**src/rtl/ram_arb_pkg.sv**
```systemverilog
// Shared definitions for the 256x8 data RAM arbiter: FSM encoding, requester
// indices, default widths and a small one-hot helper.
package ram_arb_pkg;

    localparam int RAM_ADDR_W = 8;
    localparam int RAM_DATA_W = 8;

    localparam logic REQ_CPU = 1'b0;
    localparam logic REQ_LDR = 1'b1;

    typedef enum logic [1:0] {
        ST_IDLE     = 2'd0,
        ST_ACCESS   = 2'd1,
        ST_COMPLETE = 2'd2
    } state_e;

    function automatic logic [1:0] owner_onehot(input logic idx);
        return idx ? 2'b10 : 2'b01;
    endfunction

endpackage

```
**src/rtl/ram_arb_pick.sv**
```systemverilog
// Two-way priority picker: one-hot winner from req. Round-robin on ties when
// RAM_ARB_RR_EN is defined, otherwise fixed priority with the CPU first.
module ram_arb_pick
    import ram_arb_pkg::*;
(
    input  logic [1:0] req,
    input  logic       ptr,
    output logic [1:0] win
);

`ifdef RAM_ARB_RR_EN
    // ptr names the requester favoured on a tie (the one not granted last).
    always_comb begin
        win = req;
        if (req == 2'b11) begin
            win = owner_onehot(ptr);
        end
    end
`else
    logic unused_ptr;
    assign unused_ptr = ptr;

    always_comb begin
        win = 2'b00;
        if (req[REQ_CPU]) begin
            win = owner_onehot(REQ_CPU);
        end else if (req[REQ_LDR]) begin
            win = owner_onehot(REQ_LDR);
        end
    end
`endif

endmodule

```
**src/rtl/ram_arbiter.sv**
```systemverilog
// Arbiter/sequencer sharing the single-port data RAM between the CPU and the
// loader; fully registered outputs. Tie policy selected by RAM_ARB_RR_EN.
module ram_arbiter
    import ram_arb_pkg::*;
#(
    parameter int ADDR_W = RAM_ADDR_W,
    parameter int DATA_W = RAM_DATA_W
) (
    input  logic              clk,
    input  logic              reset,
    // Handshake: a requester holds req/we/addr/wdata stable until it sees its
    // gnt pulse; gnt is the accept. done pulses one cycle later, carrying rdata.
    input  logic [1:0]        req,
    input  logic [1:0]        we,
    input  logic [ADDR_W-1:0] addr0,
    input  logic [ADDR_W-1:0] addr1,
    input  logic [DATA_W-1:0] wdata0,
    input  logic [DATA_W-1:0] wdata1,
    output logic [1:0]        gnt,
    output logic [1:0]        done,
    output logic [DATA_W-1:0] rdata,
    output logic              ram_n_cs,
    output logic              ram_n_oe,
    output logic              ram_n_we,
    output logic [ADDR_W-1:0] ram_addr,
    output logic [DATA_W-1:0] ram_wdata,
    input  logic [DATA_W-1:0] ram_rdata,
    output logic [1:0]        dbg_state
);

    localparam logic [1:0] IDLE     = ST_IDLE;
    localparam logic [1:0] ACCESS   = ST_ACCESS;
    localparam logic [1:0] COMPLETE = ST_COMPLETE;

    logic [1:0]        state;
    logic              owner;
    logic              we_q;
    logic              ptr;
    logic [1:0]        win;
    logic              win_idx;
    logic              win_we;
    logic [ADDR_W-1:0] win_addr;
    logic [DATA_W-1:0] win_wdata;

    ram_arb_pick u_pick (
        .req (req),
        .ptr (ptr),
        .win (win)
    );

    assign win_idx   = win[REQ_LDR];
    assign win_we    = win_idx ? we[REQ_LDR] : we[REQ_CPU];
    assign win_addr  = win_idx ? addr1 : addr0;
    assign win_wdata = win_idx ? wdata1 : wdata0;
    assign dbg_state = state;

    always_ff @(posedge clk) begin
        if (reset) begin
            state     <= IDLE;
            owner     <= REQ_CPU;
            we_q      <= 1'b0;
            ptr       <= REQ_CPU;
            gnt       <= 2'b00;
            done      <= 2'b00;
            rdata     <= '0;
            ram_n_cs  <= 1'b1;
            ram_n_oe  <= 1'b1;
            ram_n_we  <= 1'b1;
            ram_addr  <= '0;
            ram_wdata <= '0;
        end else begin
            gnt  <= 2'b00;
            done <= 2'b00;
            case (state)
                IDLE, COMPLETE: begin
                    if (|req) begin
                        state     <= ACCESS;
                        owner     <= win_idx;
                        we_q      <= win_we;
                        ptr       <= ~win_idx;
                        gnt       <= win;
                        ram_addr  <= win_addr;
                        ram_wdata <= win_wdata;
                        ram_n_cs  <= 1'b0;
                        ram_n_oe  <= win_we;
                        ram_n_we  <= ~win_we;
                    end else begin
                        state <= IDLE;
                    end
                end
                ACCESS: begin
                    // The RAM write (if any) lands on this same edge.
                    state    <= COMPLETE;
                    done     <= owner_onehot(owner);
                    ram_n_cs <= 1'b1;
                    ram_n_oe <= 1'b1;
                    ram_n_we <= 1'b1;
                    if (!we_q) begin
                        rdata <= ram_rdata;
                    end
                end
                default: begin
                    state <= IDLE;
                end
            endcase
        end
    end

endmodule

```
**config.mk**
```make
export PLATFORM = sky130hd
export DESIGN_NAME = ram_arbiter
export DESIGN_NICKNAME = d
export VERILOG_FILES = /design/src/rtl/ram_arb_pkg.sv /design/src/rtl/ram_arb_pick.sv /design/src/rtl/ram_arbiter.sv
export SDC_FILE = /design/constraint.sdc
export NUM_CORES = 1
export LEC_CHECK = 0
export ABC_AREA = 1
export BUFFER_PORTS_ARGS = -buffer_cell sky130_fd_sc_hd__buf_4
export CAP_MARGIN = 20
export CORE_MARGIN = 2
export CORE_UTILIZATION = 25
export CTS_CLUSTER_DIAMETER = 30
export DETAILED_ROUTE_END_ITERATION = 7
export PLACE_DENSITY = 0.46
export SETUP_SLACK_MARGIN = 0.05
export SLEW_MARGIN = 10
export SYNTH_ARGS = -nofsm -noshare
export SYNTH_HDL_FRONTEND = slang
export SYNTH_SLANG_ARGS = --single-unit
```
**constraint.sdc**
```tcl
create_clock -name clk -period 3.4 [get_ports clk]
set_clock_uncertainty 0.15 [all_clocks]
set_input_delay 0.68 -clock clk [delete_from_list [all_inputs] [get_ports clk]]
set_output_delay 0.68 -clock clk [all_outputs]
set_load 0.05 [all_outputs]
```
# Word level (Yosys, flattened, before mapping)
# Index checks and enable logic that the tools add are counted.
dict set report word_totals {
  register_bits 35
  out_inout_bits 33
}
dict set report classes {
  eq_ne 3
  mux 14
  bitwise 5
  reduce_logical 9
}
# op n
set ops {}
lappend ops {{8-bit two-way mux} 2}
lappend ops {{2-bit two-way mux} 3}
lappend ops {{1-bit one-hot mux with 2 select lines} 3}
lappend ops {{2-bit AND reduction} 3}
lappend ops {{2-bit OR reduction} 3}
lappend ops {{1-bit two-way mux} 5}
lappend ops {{1-bit NOT} 5}
lappend ops {{2-bit one-hot mux with 2 select lines} 1}
lappend ops {{3-bit OR reduction} 1}
lappend ops {{2-bit by 1-bit == test with 1-bit output, second input constant} 1}
lappend ops {{2-bit == test, second input constant} 1}
lappend ops {{2-bit zero test} 1}
lappend ops {{2-bit inequality test, second input constant} 1}
lappend ops {{2-bit nonzero test} 1}

# Logic depth before layout (Yosys ltp)
# Gate-level depths: netlist of run 1.
dict set report logic_depth {
  depth_word 6
  mapped_depth 8
}

# By module
# Synthesis of run 1 repeated with hierarchy kept, for this count alone.
dict set report unflattened {
  hier_cells 205
  hier_area_um2 1482.7
}
# mod instances cells_per_inst area_per_inst_um2 seq_area_each_um2
set modules_own_cells {}
lappend modules_own_cells {ram_arbiter 1 202 1465.2 720.7}
lappend modules_own_cells {ram_arb_pick 1 3 17.5 0.0}

# Worst setup path after synthesis of run 1
# Ideal clock, no wire load.
dict set report synth_timing {
  path_type {reg-to-reg}
  from {register state[0], in the netlist dbg_state[0]}
  to {register rdata[0]}
  setup_time_ps 116
  t_arrival_ps 1291
  setup_slack_ps 1843
  stages_incl_launch_ff 6
  n_path_buf 0
  synth_period_minus_slack_ps 1557
  cell_sequence {dfxtp_1 nand2_1 nor2_4 inv_2 nor2_1 nor2_1}
}
dict set report synth_via {
  elab_chain_cells 2
}
# element line_no
set synth_lines {}
lappend synth_lines {{from (decl)} ram_arbiter.sv:35} ;# logic [1:0] state;
lappend synth_lines {{from (signal assigned)} ram_arbiter.sv:59} ;# state <= IDLE;
lappend synth_lines {{from (signal assigned)} ram_arbiter.sv:77} ;# state <= ACCESS;
lappend synth_lines {{from (signal assigned)} ram_arbiter.sv:88} ;# state <= IDLE;
lappend synth_lines {{2-bit by 1-bit == test with 1-bit output} ram_arbiter.sv:74} ;# case (state)
lappend synth_lines {{2-bit AND reduction (no line)} --}
lappend synth_lines {{to (signal assigned)} ram_arbiter.sv:99} ;# rdata <= ram_rdata;
lappend synth_lines {{to (decl)} ram_arbiter.sv:21} ;# output logic [DATA_W-1:0] rdata,
# No other way between the ends.
# A chain may end at the register's enable or synchronous reset.

# Worst setup path after layout of run 1
dict set report layout_timing {
  from {register state[0], in the netlist dbg_state[0]}
  to {output port dbg_state[0]}
}
# element line_no
set layout_lines {}
lappend layout_lines {{to (decl)} ram_arbiter.sv:28} ;# output logic [1:0] dbg_state
# No word-level cell between the ends.

==> results of run 1 <==
[worst min path at each step]
stage	end	slack, ps	from	cells past startpoint
floorplan	done[0]$_SDFF_PP0_	280	owner$_SDFFE_PP0P_	1
detailed placement	ram_n_cs$_SDFFE_PP1P_	300	ram_n_cs$_SDFFE_PP1P_	2
global route	ram_addr[0]$_SDFFE_PP0P_	350	ram_addr[0]$_SDFFE_PP0P_	2
CTS	ram_n_cs$_SDFFE_PP1P_	310	ram_n_cs$_SDFFE_PP1P_	2
finish	ram_n_cs$_SDFFE_PP1P_	310	ram_n_cs$_SDFFE_PP1P_	2
global placement	ram_n_cs$_SDFFE_PP1P_	300	ram_n_cs$_SDFFE_PP1P_	2
[sequential cells by signal (all words and copies together), names as in the netlist]
signal / flops
rdata: 8
ram_n_oe: 1
ram_addr: 8
we_q: 1
done: 2
gnt: 2
owner: 1
ram_n_we: 1
ram_n_cs: 1
dbg_state: 2
ram_wdata: 8
[where the power goes]
| part | switching (mW) | leakage [nW] | internal (mW) | total (mW) |
|---|---|---|---|---|
| clock | 0.149 | 0.0612 | 0.237 | 0.386 |
| combinational | 0.190 | 0.827 | 0.100 | 0.291 |
| sequential | 0.0177 | 0.288 | 0.443 | 0.460 |
[cell type report]
class | instances | area, µm²
fill | 675 | 3592
sequential | 35 | 700.7
multi-input combinational | 147 | 675.6
timing repair buffer | 78 | 585.6
tap | 75 | 93.84
clock buffer | 6 | 82.58
inverter | 12 | 50.05
clock inverter | 2 | 35.03
[cells in the mapped netlist]
master,count,area share (%)
a21oi_1,2,0.67
buf_12,1,1.3
buf_2,5,1.7
buf_4,2,1.0
dfxtp_1,35,47
inv_1,9,2.3
inv_2,2,0.51
inv_6,1,0.59
nand2_1,78,20
nand2_2,7,2.9
nand2_4,1,0.76
nand3_1,18,6.1
nor2_1,18,4.5
nor2_2,5,2.1
nor2_4,4,3.0
nor3_1,3,1.0
o21ai_0,10,3.4
o21bai_4,1,1.3
[per-layer routing]
metal / up-vias / share of wire [%] / wire length, µm
met1: 611 / 42 / 1614
met2: 43 / 49 / 1899
met4: 0 / 2.2 / 87
li1: 776 / - / -
met3: 8 / 7.1 / 274
met5: - / 0 / 0
[logic make-up (layout without fill, tap and decap cells)]
kind of cell / after synthesis / in the layout / share of synthesized area, %
AO/OA/AOI/OAI: 13 / 13 / 5.303
buffers and inverters: 20 / 98 / 7.407
AND/OR/NAND/NOR: 134 / 134 / 40.15
flip-flops: 35 / 35 / 47.14
[cells in the final DEF, fill, tap and decap left out]
master and n:
nor2_4 4, nor2_1 18, clkbuf_8 6, buf_4 78, nand3_1 18, inv_6 1
inv_1 9, a21oi_1 2, o21bai_4 1, nand2_1 78, dfxtp_1 35, nand2_4 1
inv_2 2, clkinv_2 1, nor3_1 3, nand2_2 7, nor2_2 5, bufinv_16 1
o21ai_0 10
[stage by stage]
| stage | instances | utilization, % | hold WS [ps] |
|---|---|---|---|
| after floorplan | 202 | - | 276.1 |
| after global placement | 347 | 36.21 | 295.8 |
| after detailed placement | 347 | 36.21 | 299.0 |
| after CTS | 355 | 38.23 | 312.9 |
| after global routing | 355 | 38.23 | 346.2 |
| final | 355 | 38.23 | 305.2 |
==> qor.csv, run 1 <==
stage;metric;value;unit
setup_path;cp.arrival;970;ps
global_route;grt_pass1_vias;1407;
floorplanning;fp-row-count;28;
layout;syn_to_final_growth;49.58;%
power_and_ir_drop;power_density;511.3;nW/µm²
clock_network;root_buffer;clkbuf_8;
clock_network;htreeDepth;2;
detailed_routing;drt_iter0_markers;44;
worst_hold_path;hold_path_class;reg2reg;
setup_path;crit_required;2570;ps
timing;max_clock_freq;554.6;MHz
job;maxCapViolCount;0;
run_status;status;complete, no violations;
detailed_routing;num_vias;1438;
timing;finalSetupViolCount;0;
setup_path;worstSetupPathType;reg2out;
global_route;gr-usage-met1;13.55;%
setup_path;worstPathMaxFanout;5;
timing;fin_crit;1803;ps
logic_synthesis;ys_warn_count;0;
clock_network;hold_buffers;0;
setup_path;crit_path_start;dbg_state[0]$_SDFF_PP0_;
timing;setup_tns;0;ps
setup_path;r2r_cells;4;
floorplanning;die_h;81.11;µm
setup_path;critical_path.top_delay_family;flip-flops;
detailed_routing;dr.pass1.iters;6;
clock_network;cts_tree;yes;
layout;fin_area;2223;µm²
power_and_ir_drop;irDropWorstVdd;0.1515;mV
floorplanning;core-area;5816;µm²
setup_path;path_cells;buf_4;
global_route;grt-ovfl-total;0;
setup_path;worstSetupEndpoint;dbg_state[0];
floorplanning;pin_count;79;
global_route;gr-max-usage-layer;met2;
floorplanning;dieArea;6579;µm²
floorplanning;die_w;81.11;µm
layout;nets;325;
clock_network;clk_pin_slew;70;ps
detailed_routing;route.detailed.drc;0;
clock_network;cts_resized;0;
detailed_routing;ant_nets;0;
logic_synthesis;synthesis.area;1486;µm²
timing;worst_pin_slew;695.0;ps
timing;slew_violations;0;
setup_path;reg2reg_slack;1930;ps
detailed_routing;wl_per_cell;10.92;µm
placed_design;portBuffers;78;
layout;num_antenna_cells;0;
clock_network;ctsLongestPathBuffers;2;
setup_path;worstSetupStartpointType;flip-flop;
detailed_routing;wirelength;3876;µm
logic_synthesis;synth_cells;202;
clock_network;worstSkewPairLatency;290;ps
timing;slew_headroom;53.62;%
timing;finalHoldViolations;0;
logic_synthesis;syn_area_per_cell;7.359;µm²
global_route;grt_first_pass_wirelength;6175;µm
timing;rsz0062_at_grt;no;
global_route;grt_max_degree;26;
setup_path;path_buf_inv;1;
layout;drive_above_1_share;38.21;%
global_route;grt_usage;12.52;%
power_and_ir_drop;leakagePower;1.177;nW
global_route;antenna_found_initial;0;
detailed_routing;viasPerCell;4.051;
logic_synthesis;synth_seq_area_share;47.14;%
power_and_ir_drop;p_total;1.137;mW
setup_path;worstSetupEndpointType;output port;
timing;timing.final.crit_share;53.04;%
placed_design;place_area;2106;µm²
placed_design;pre_cts_ws;1408;ps
clock_network;cts-buffers-inserted;5;
logic_synthesis;yosysUniqueCellTypes;18;
logic_synthesis;synth-seq-cells;35;
global_route;grtUsageMet2;21.74;%
global_route;grt_use_met3;3.667;%
clock_network;post_cts_buffers;0;
setup_path;cp_slowest_cell;dfxtp_1;
placed_design;gp_congestion;0.7334;
setup_path;cpPeakStageDelay;440;ps
setup_path;r2r_end;owner$_SDFFE_PP0P_;
setup_path;crit_cells;1;
logic_synthesis;syn_nets;248;
clock_network;cts.sinks;35;
placed_design;hpwlAfterDp;2833;µm
floorplanning;start_util;25.56;%
setup_path;reg2reg_from;dbg_state[0]$_SDFF_PP0_;
timing;finalWorstSetupSlack;1597;ps
Power figures use the tool's default switching activity.
==> run 2: changes to the inputs <==
PLACE_DENSITY = 0.47   (was 0.46)
clock period = 1.55 ns   (was 3.4 ns; I/O delays follow)
==> qor.csv, run 2 (synthesized netlist as in run 1, its figures left out) <==
stage;metric;value;unit
setup_path;path_cells;buf_4;
placed_design;gp_congestion;0.7178;
timing;rsz0062_at_grt;no;
timing;fin_crit;1336;ps
clock_network;cts.sinks;35;
worst_hold_path;hold_depth;3;
setup_path;reg2reg_from;dbg_state[0]$_SDFF_PP0_;
detailed_routing;route.detailed.drc;0;
detailed_routing;wirelength;4127;µm
setup_path;worstSetupEndpointType;output port;
clock_network;cts_resized;0;
floorplanning;core-area;5816;µm²
layout;largestRegisters;ram_addr x8, ram_wdata x8, rdata x8;
clock_network;ctsLongestPathBuffers;2;
global_route;gr-usage-met1;16.30;%
power_and_ir_drop;leakagePower;1.187;nW
power_and_ir_drop;irDropWorstVdd;0.3417;mV
detailed_routing;dr.pass1.iters;4;
placed_design;hpwlAfterDp;3122;µm
floorplanning;start_util;25.56;%
clock_network;post_cts_buffers;0;
detailed_routing;ant_nets;0;
setup_path;worstSetupStartpointType;flip-flop;
layout;layout_common_cells;buf_4 (83), nand2_1 (78), dfxtp_1 (34);
global_route;gr-max-usage-layer;met2;
floorplanning;dieArea;6579;µm²
setup_path;cpPeakStageDelay;380;ps
placed_design;portBuffers;78;
detailed_routing;wl_per_cell;11.46;µm
global_route;grt_use_met3;2.889;%
job;maxCapViolCount;0;
timing;finalHoldViolations;0;
setup_path;r2r_end;owner$_SDFFE_PP0P_;
setup_path;crit_required;1090;ps
global_route;grtUsageMet2;21.24;%
run_status;status;complete, no violations;
clock_network;cts_tree;yes;
timing;setup_tns;0;ps
worst_hold_path;hold_path_class;in2reg;
setup_path;worstPathMaxFanout;5;
timing;max_clock_freq;748.8;MHz
global_route;grt_pass1_vias;1407;
setup_path;r2r_cells;4;
detailed_routing;viasPerCell;4.067;
layout;layout_commonest_cell;buf_4;
clock_network;hold_buffers;0;
floorplanning;fp-row-count;28;
global_route;antenna_found_initial;0;
detailed_routing;drt_iter0_markers;46;
worst_hold_path;worstHoldEndpoint;rdata[0]$_SDFFE_PP0P_;
setup_path;cp_slowest_cell;dfxtp_2;
timing;timing.final.crit_share;86.16;%
layout;nets;330;
clock_network;worstSkewPairLatency;280;ps
layout;drive_above_1_share;39.65;%
timing;slew_headroom;75.48;%
timing;finalWorstSetupSlack;214.4;ps
timing;slew_violations;0;
setup_path;reg2reg_slack;270;ps
timing;worst_pin_slew;366.9;ps
global_route;grt-ovfl-total;0;
floorplanning;pin_count;79;
layout;num_antenna_cells;0;
floorplanning;die_h;81.11;µm
global_route;grt_max_degree;20;
floorplanning;die_w;81.11;µm
layout;fill_cells;662;
global_route;grt_first_pass_wirelength;6458;µm
setup_path;cp.arrival;880;ps
detailed_routing;num_vias;1464;
clock_network;htreeDepth;2;
clock_network;clk_pin_slew;80;ps
power_and_ir_drop;power_density;1041;nW/µm²
placed_design;pre_cts_ws;204.9;ps
layout;syn_to_final_growth;49.92;%
layout;ff_latch_area;701.9;µm²
layout;multiInputGateArea;675.6;µm²
setup_path;critical_path.top_delay_family;flip-flops;
setup_path;worstSetupPathType;reg2out;
worst_hold_path;worstHoldStart;ram_rdata[0];
global_route;grt_usage;12.95;%
clock_network;cts-buffers-inserted;5;
timing;finalSetupViolCount;0;
clock_network;root_buffer;clkbuf_8;
setup_path;path_buf_inv;1;
run 2: cell count changes in the layout (fill, tap and decap cells not counted):
cell	before	now
dfxtp_1	35	34
bufinv_16	1	0
dfxtp_2	0	1
clkinv_2	1	3
buf_4	78	83
clkbuf_8	6	5
run 2: worst max path at each step:
stage                                        from                         to  slack (ps)  depth (start not counted)
after global placement                      reset      rdata[4]$_SDFFE_PP0P_         220                          5
after CTS                 dbg_state[0]$_SDFF_PP0_               dbg_state[0]         210                          1
after detailed placement                   req[0]  ram_wdata[4]$_SDFFE_PP0P_         200                          8
final                     dbg_state[0]$_SDFF_PP0_               dbg_state[0]         210                          1
after global routing      dbg_state[1]$_SDFF_PP0_      rdata[4]$_SDFFE_PP0P_         130                          6
after floorplan           dbg_state[1]$_SDFF_PP0_      rdata[0]$_SDFFE_PP0P_         170                          5
run 2: power breakdown:
part	internal [mW]	leakage (nW)	switching (mW)	total, mW
Sequential	0.971	0.289	0.0397	1.01
Clock	0.308	0.0477	0.346	0.654
Combinational	0.231	0.851	0.423	0.654
Total	1.51	1.19	0.809	2.32
run 2: through the flow:
step	std cells	power [mW]	utilization [%]	cell area, µm²	hold slack (ps)
2_1_floorplan	202	1.447	-	1488	276.1
3_3_place_gp	352	1.693	36.88	2145	311.7
3_5_place_dp	352	1.693	36.88	2145	306.4
4_1_cts	360	2.358	38.32	2228	90.87
5_1_grt	360	2.449	38.32	2228	103.9
6_report	360	2.319	38.32	2228	99.43
run 2: layout make-up:
cell class                      count  area share, %
Clock buffer                        5          3.088
Sequential cell                    35          31.50
Tap cell                           75          4.211
Timing Repair Buffer               83          27.96
Clock inverter                      3         0.6738
Inverter                           12          2.246
Multi-Input combinational cell    147          30.32
run 2: routing by layer:
layer	routed length, µm	share of wire [%]
met4	39	0.94
met5	0	0
met3	218	5.3
met2	1990	48
met1	1879	46
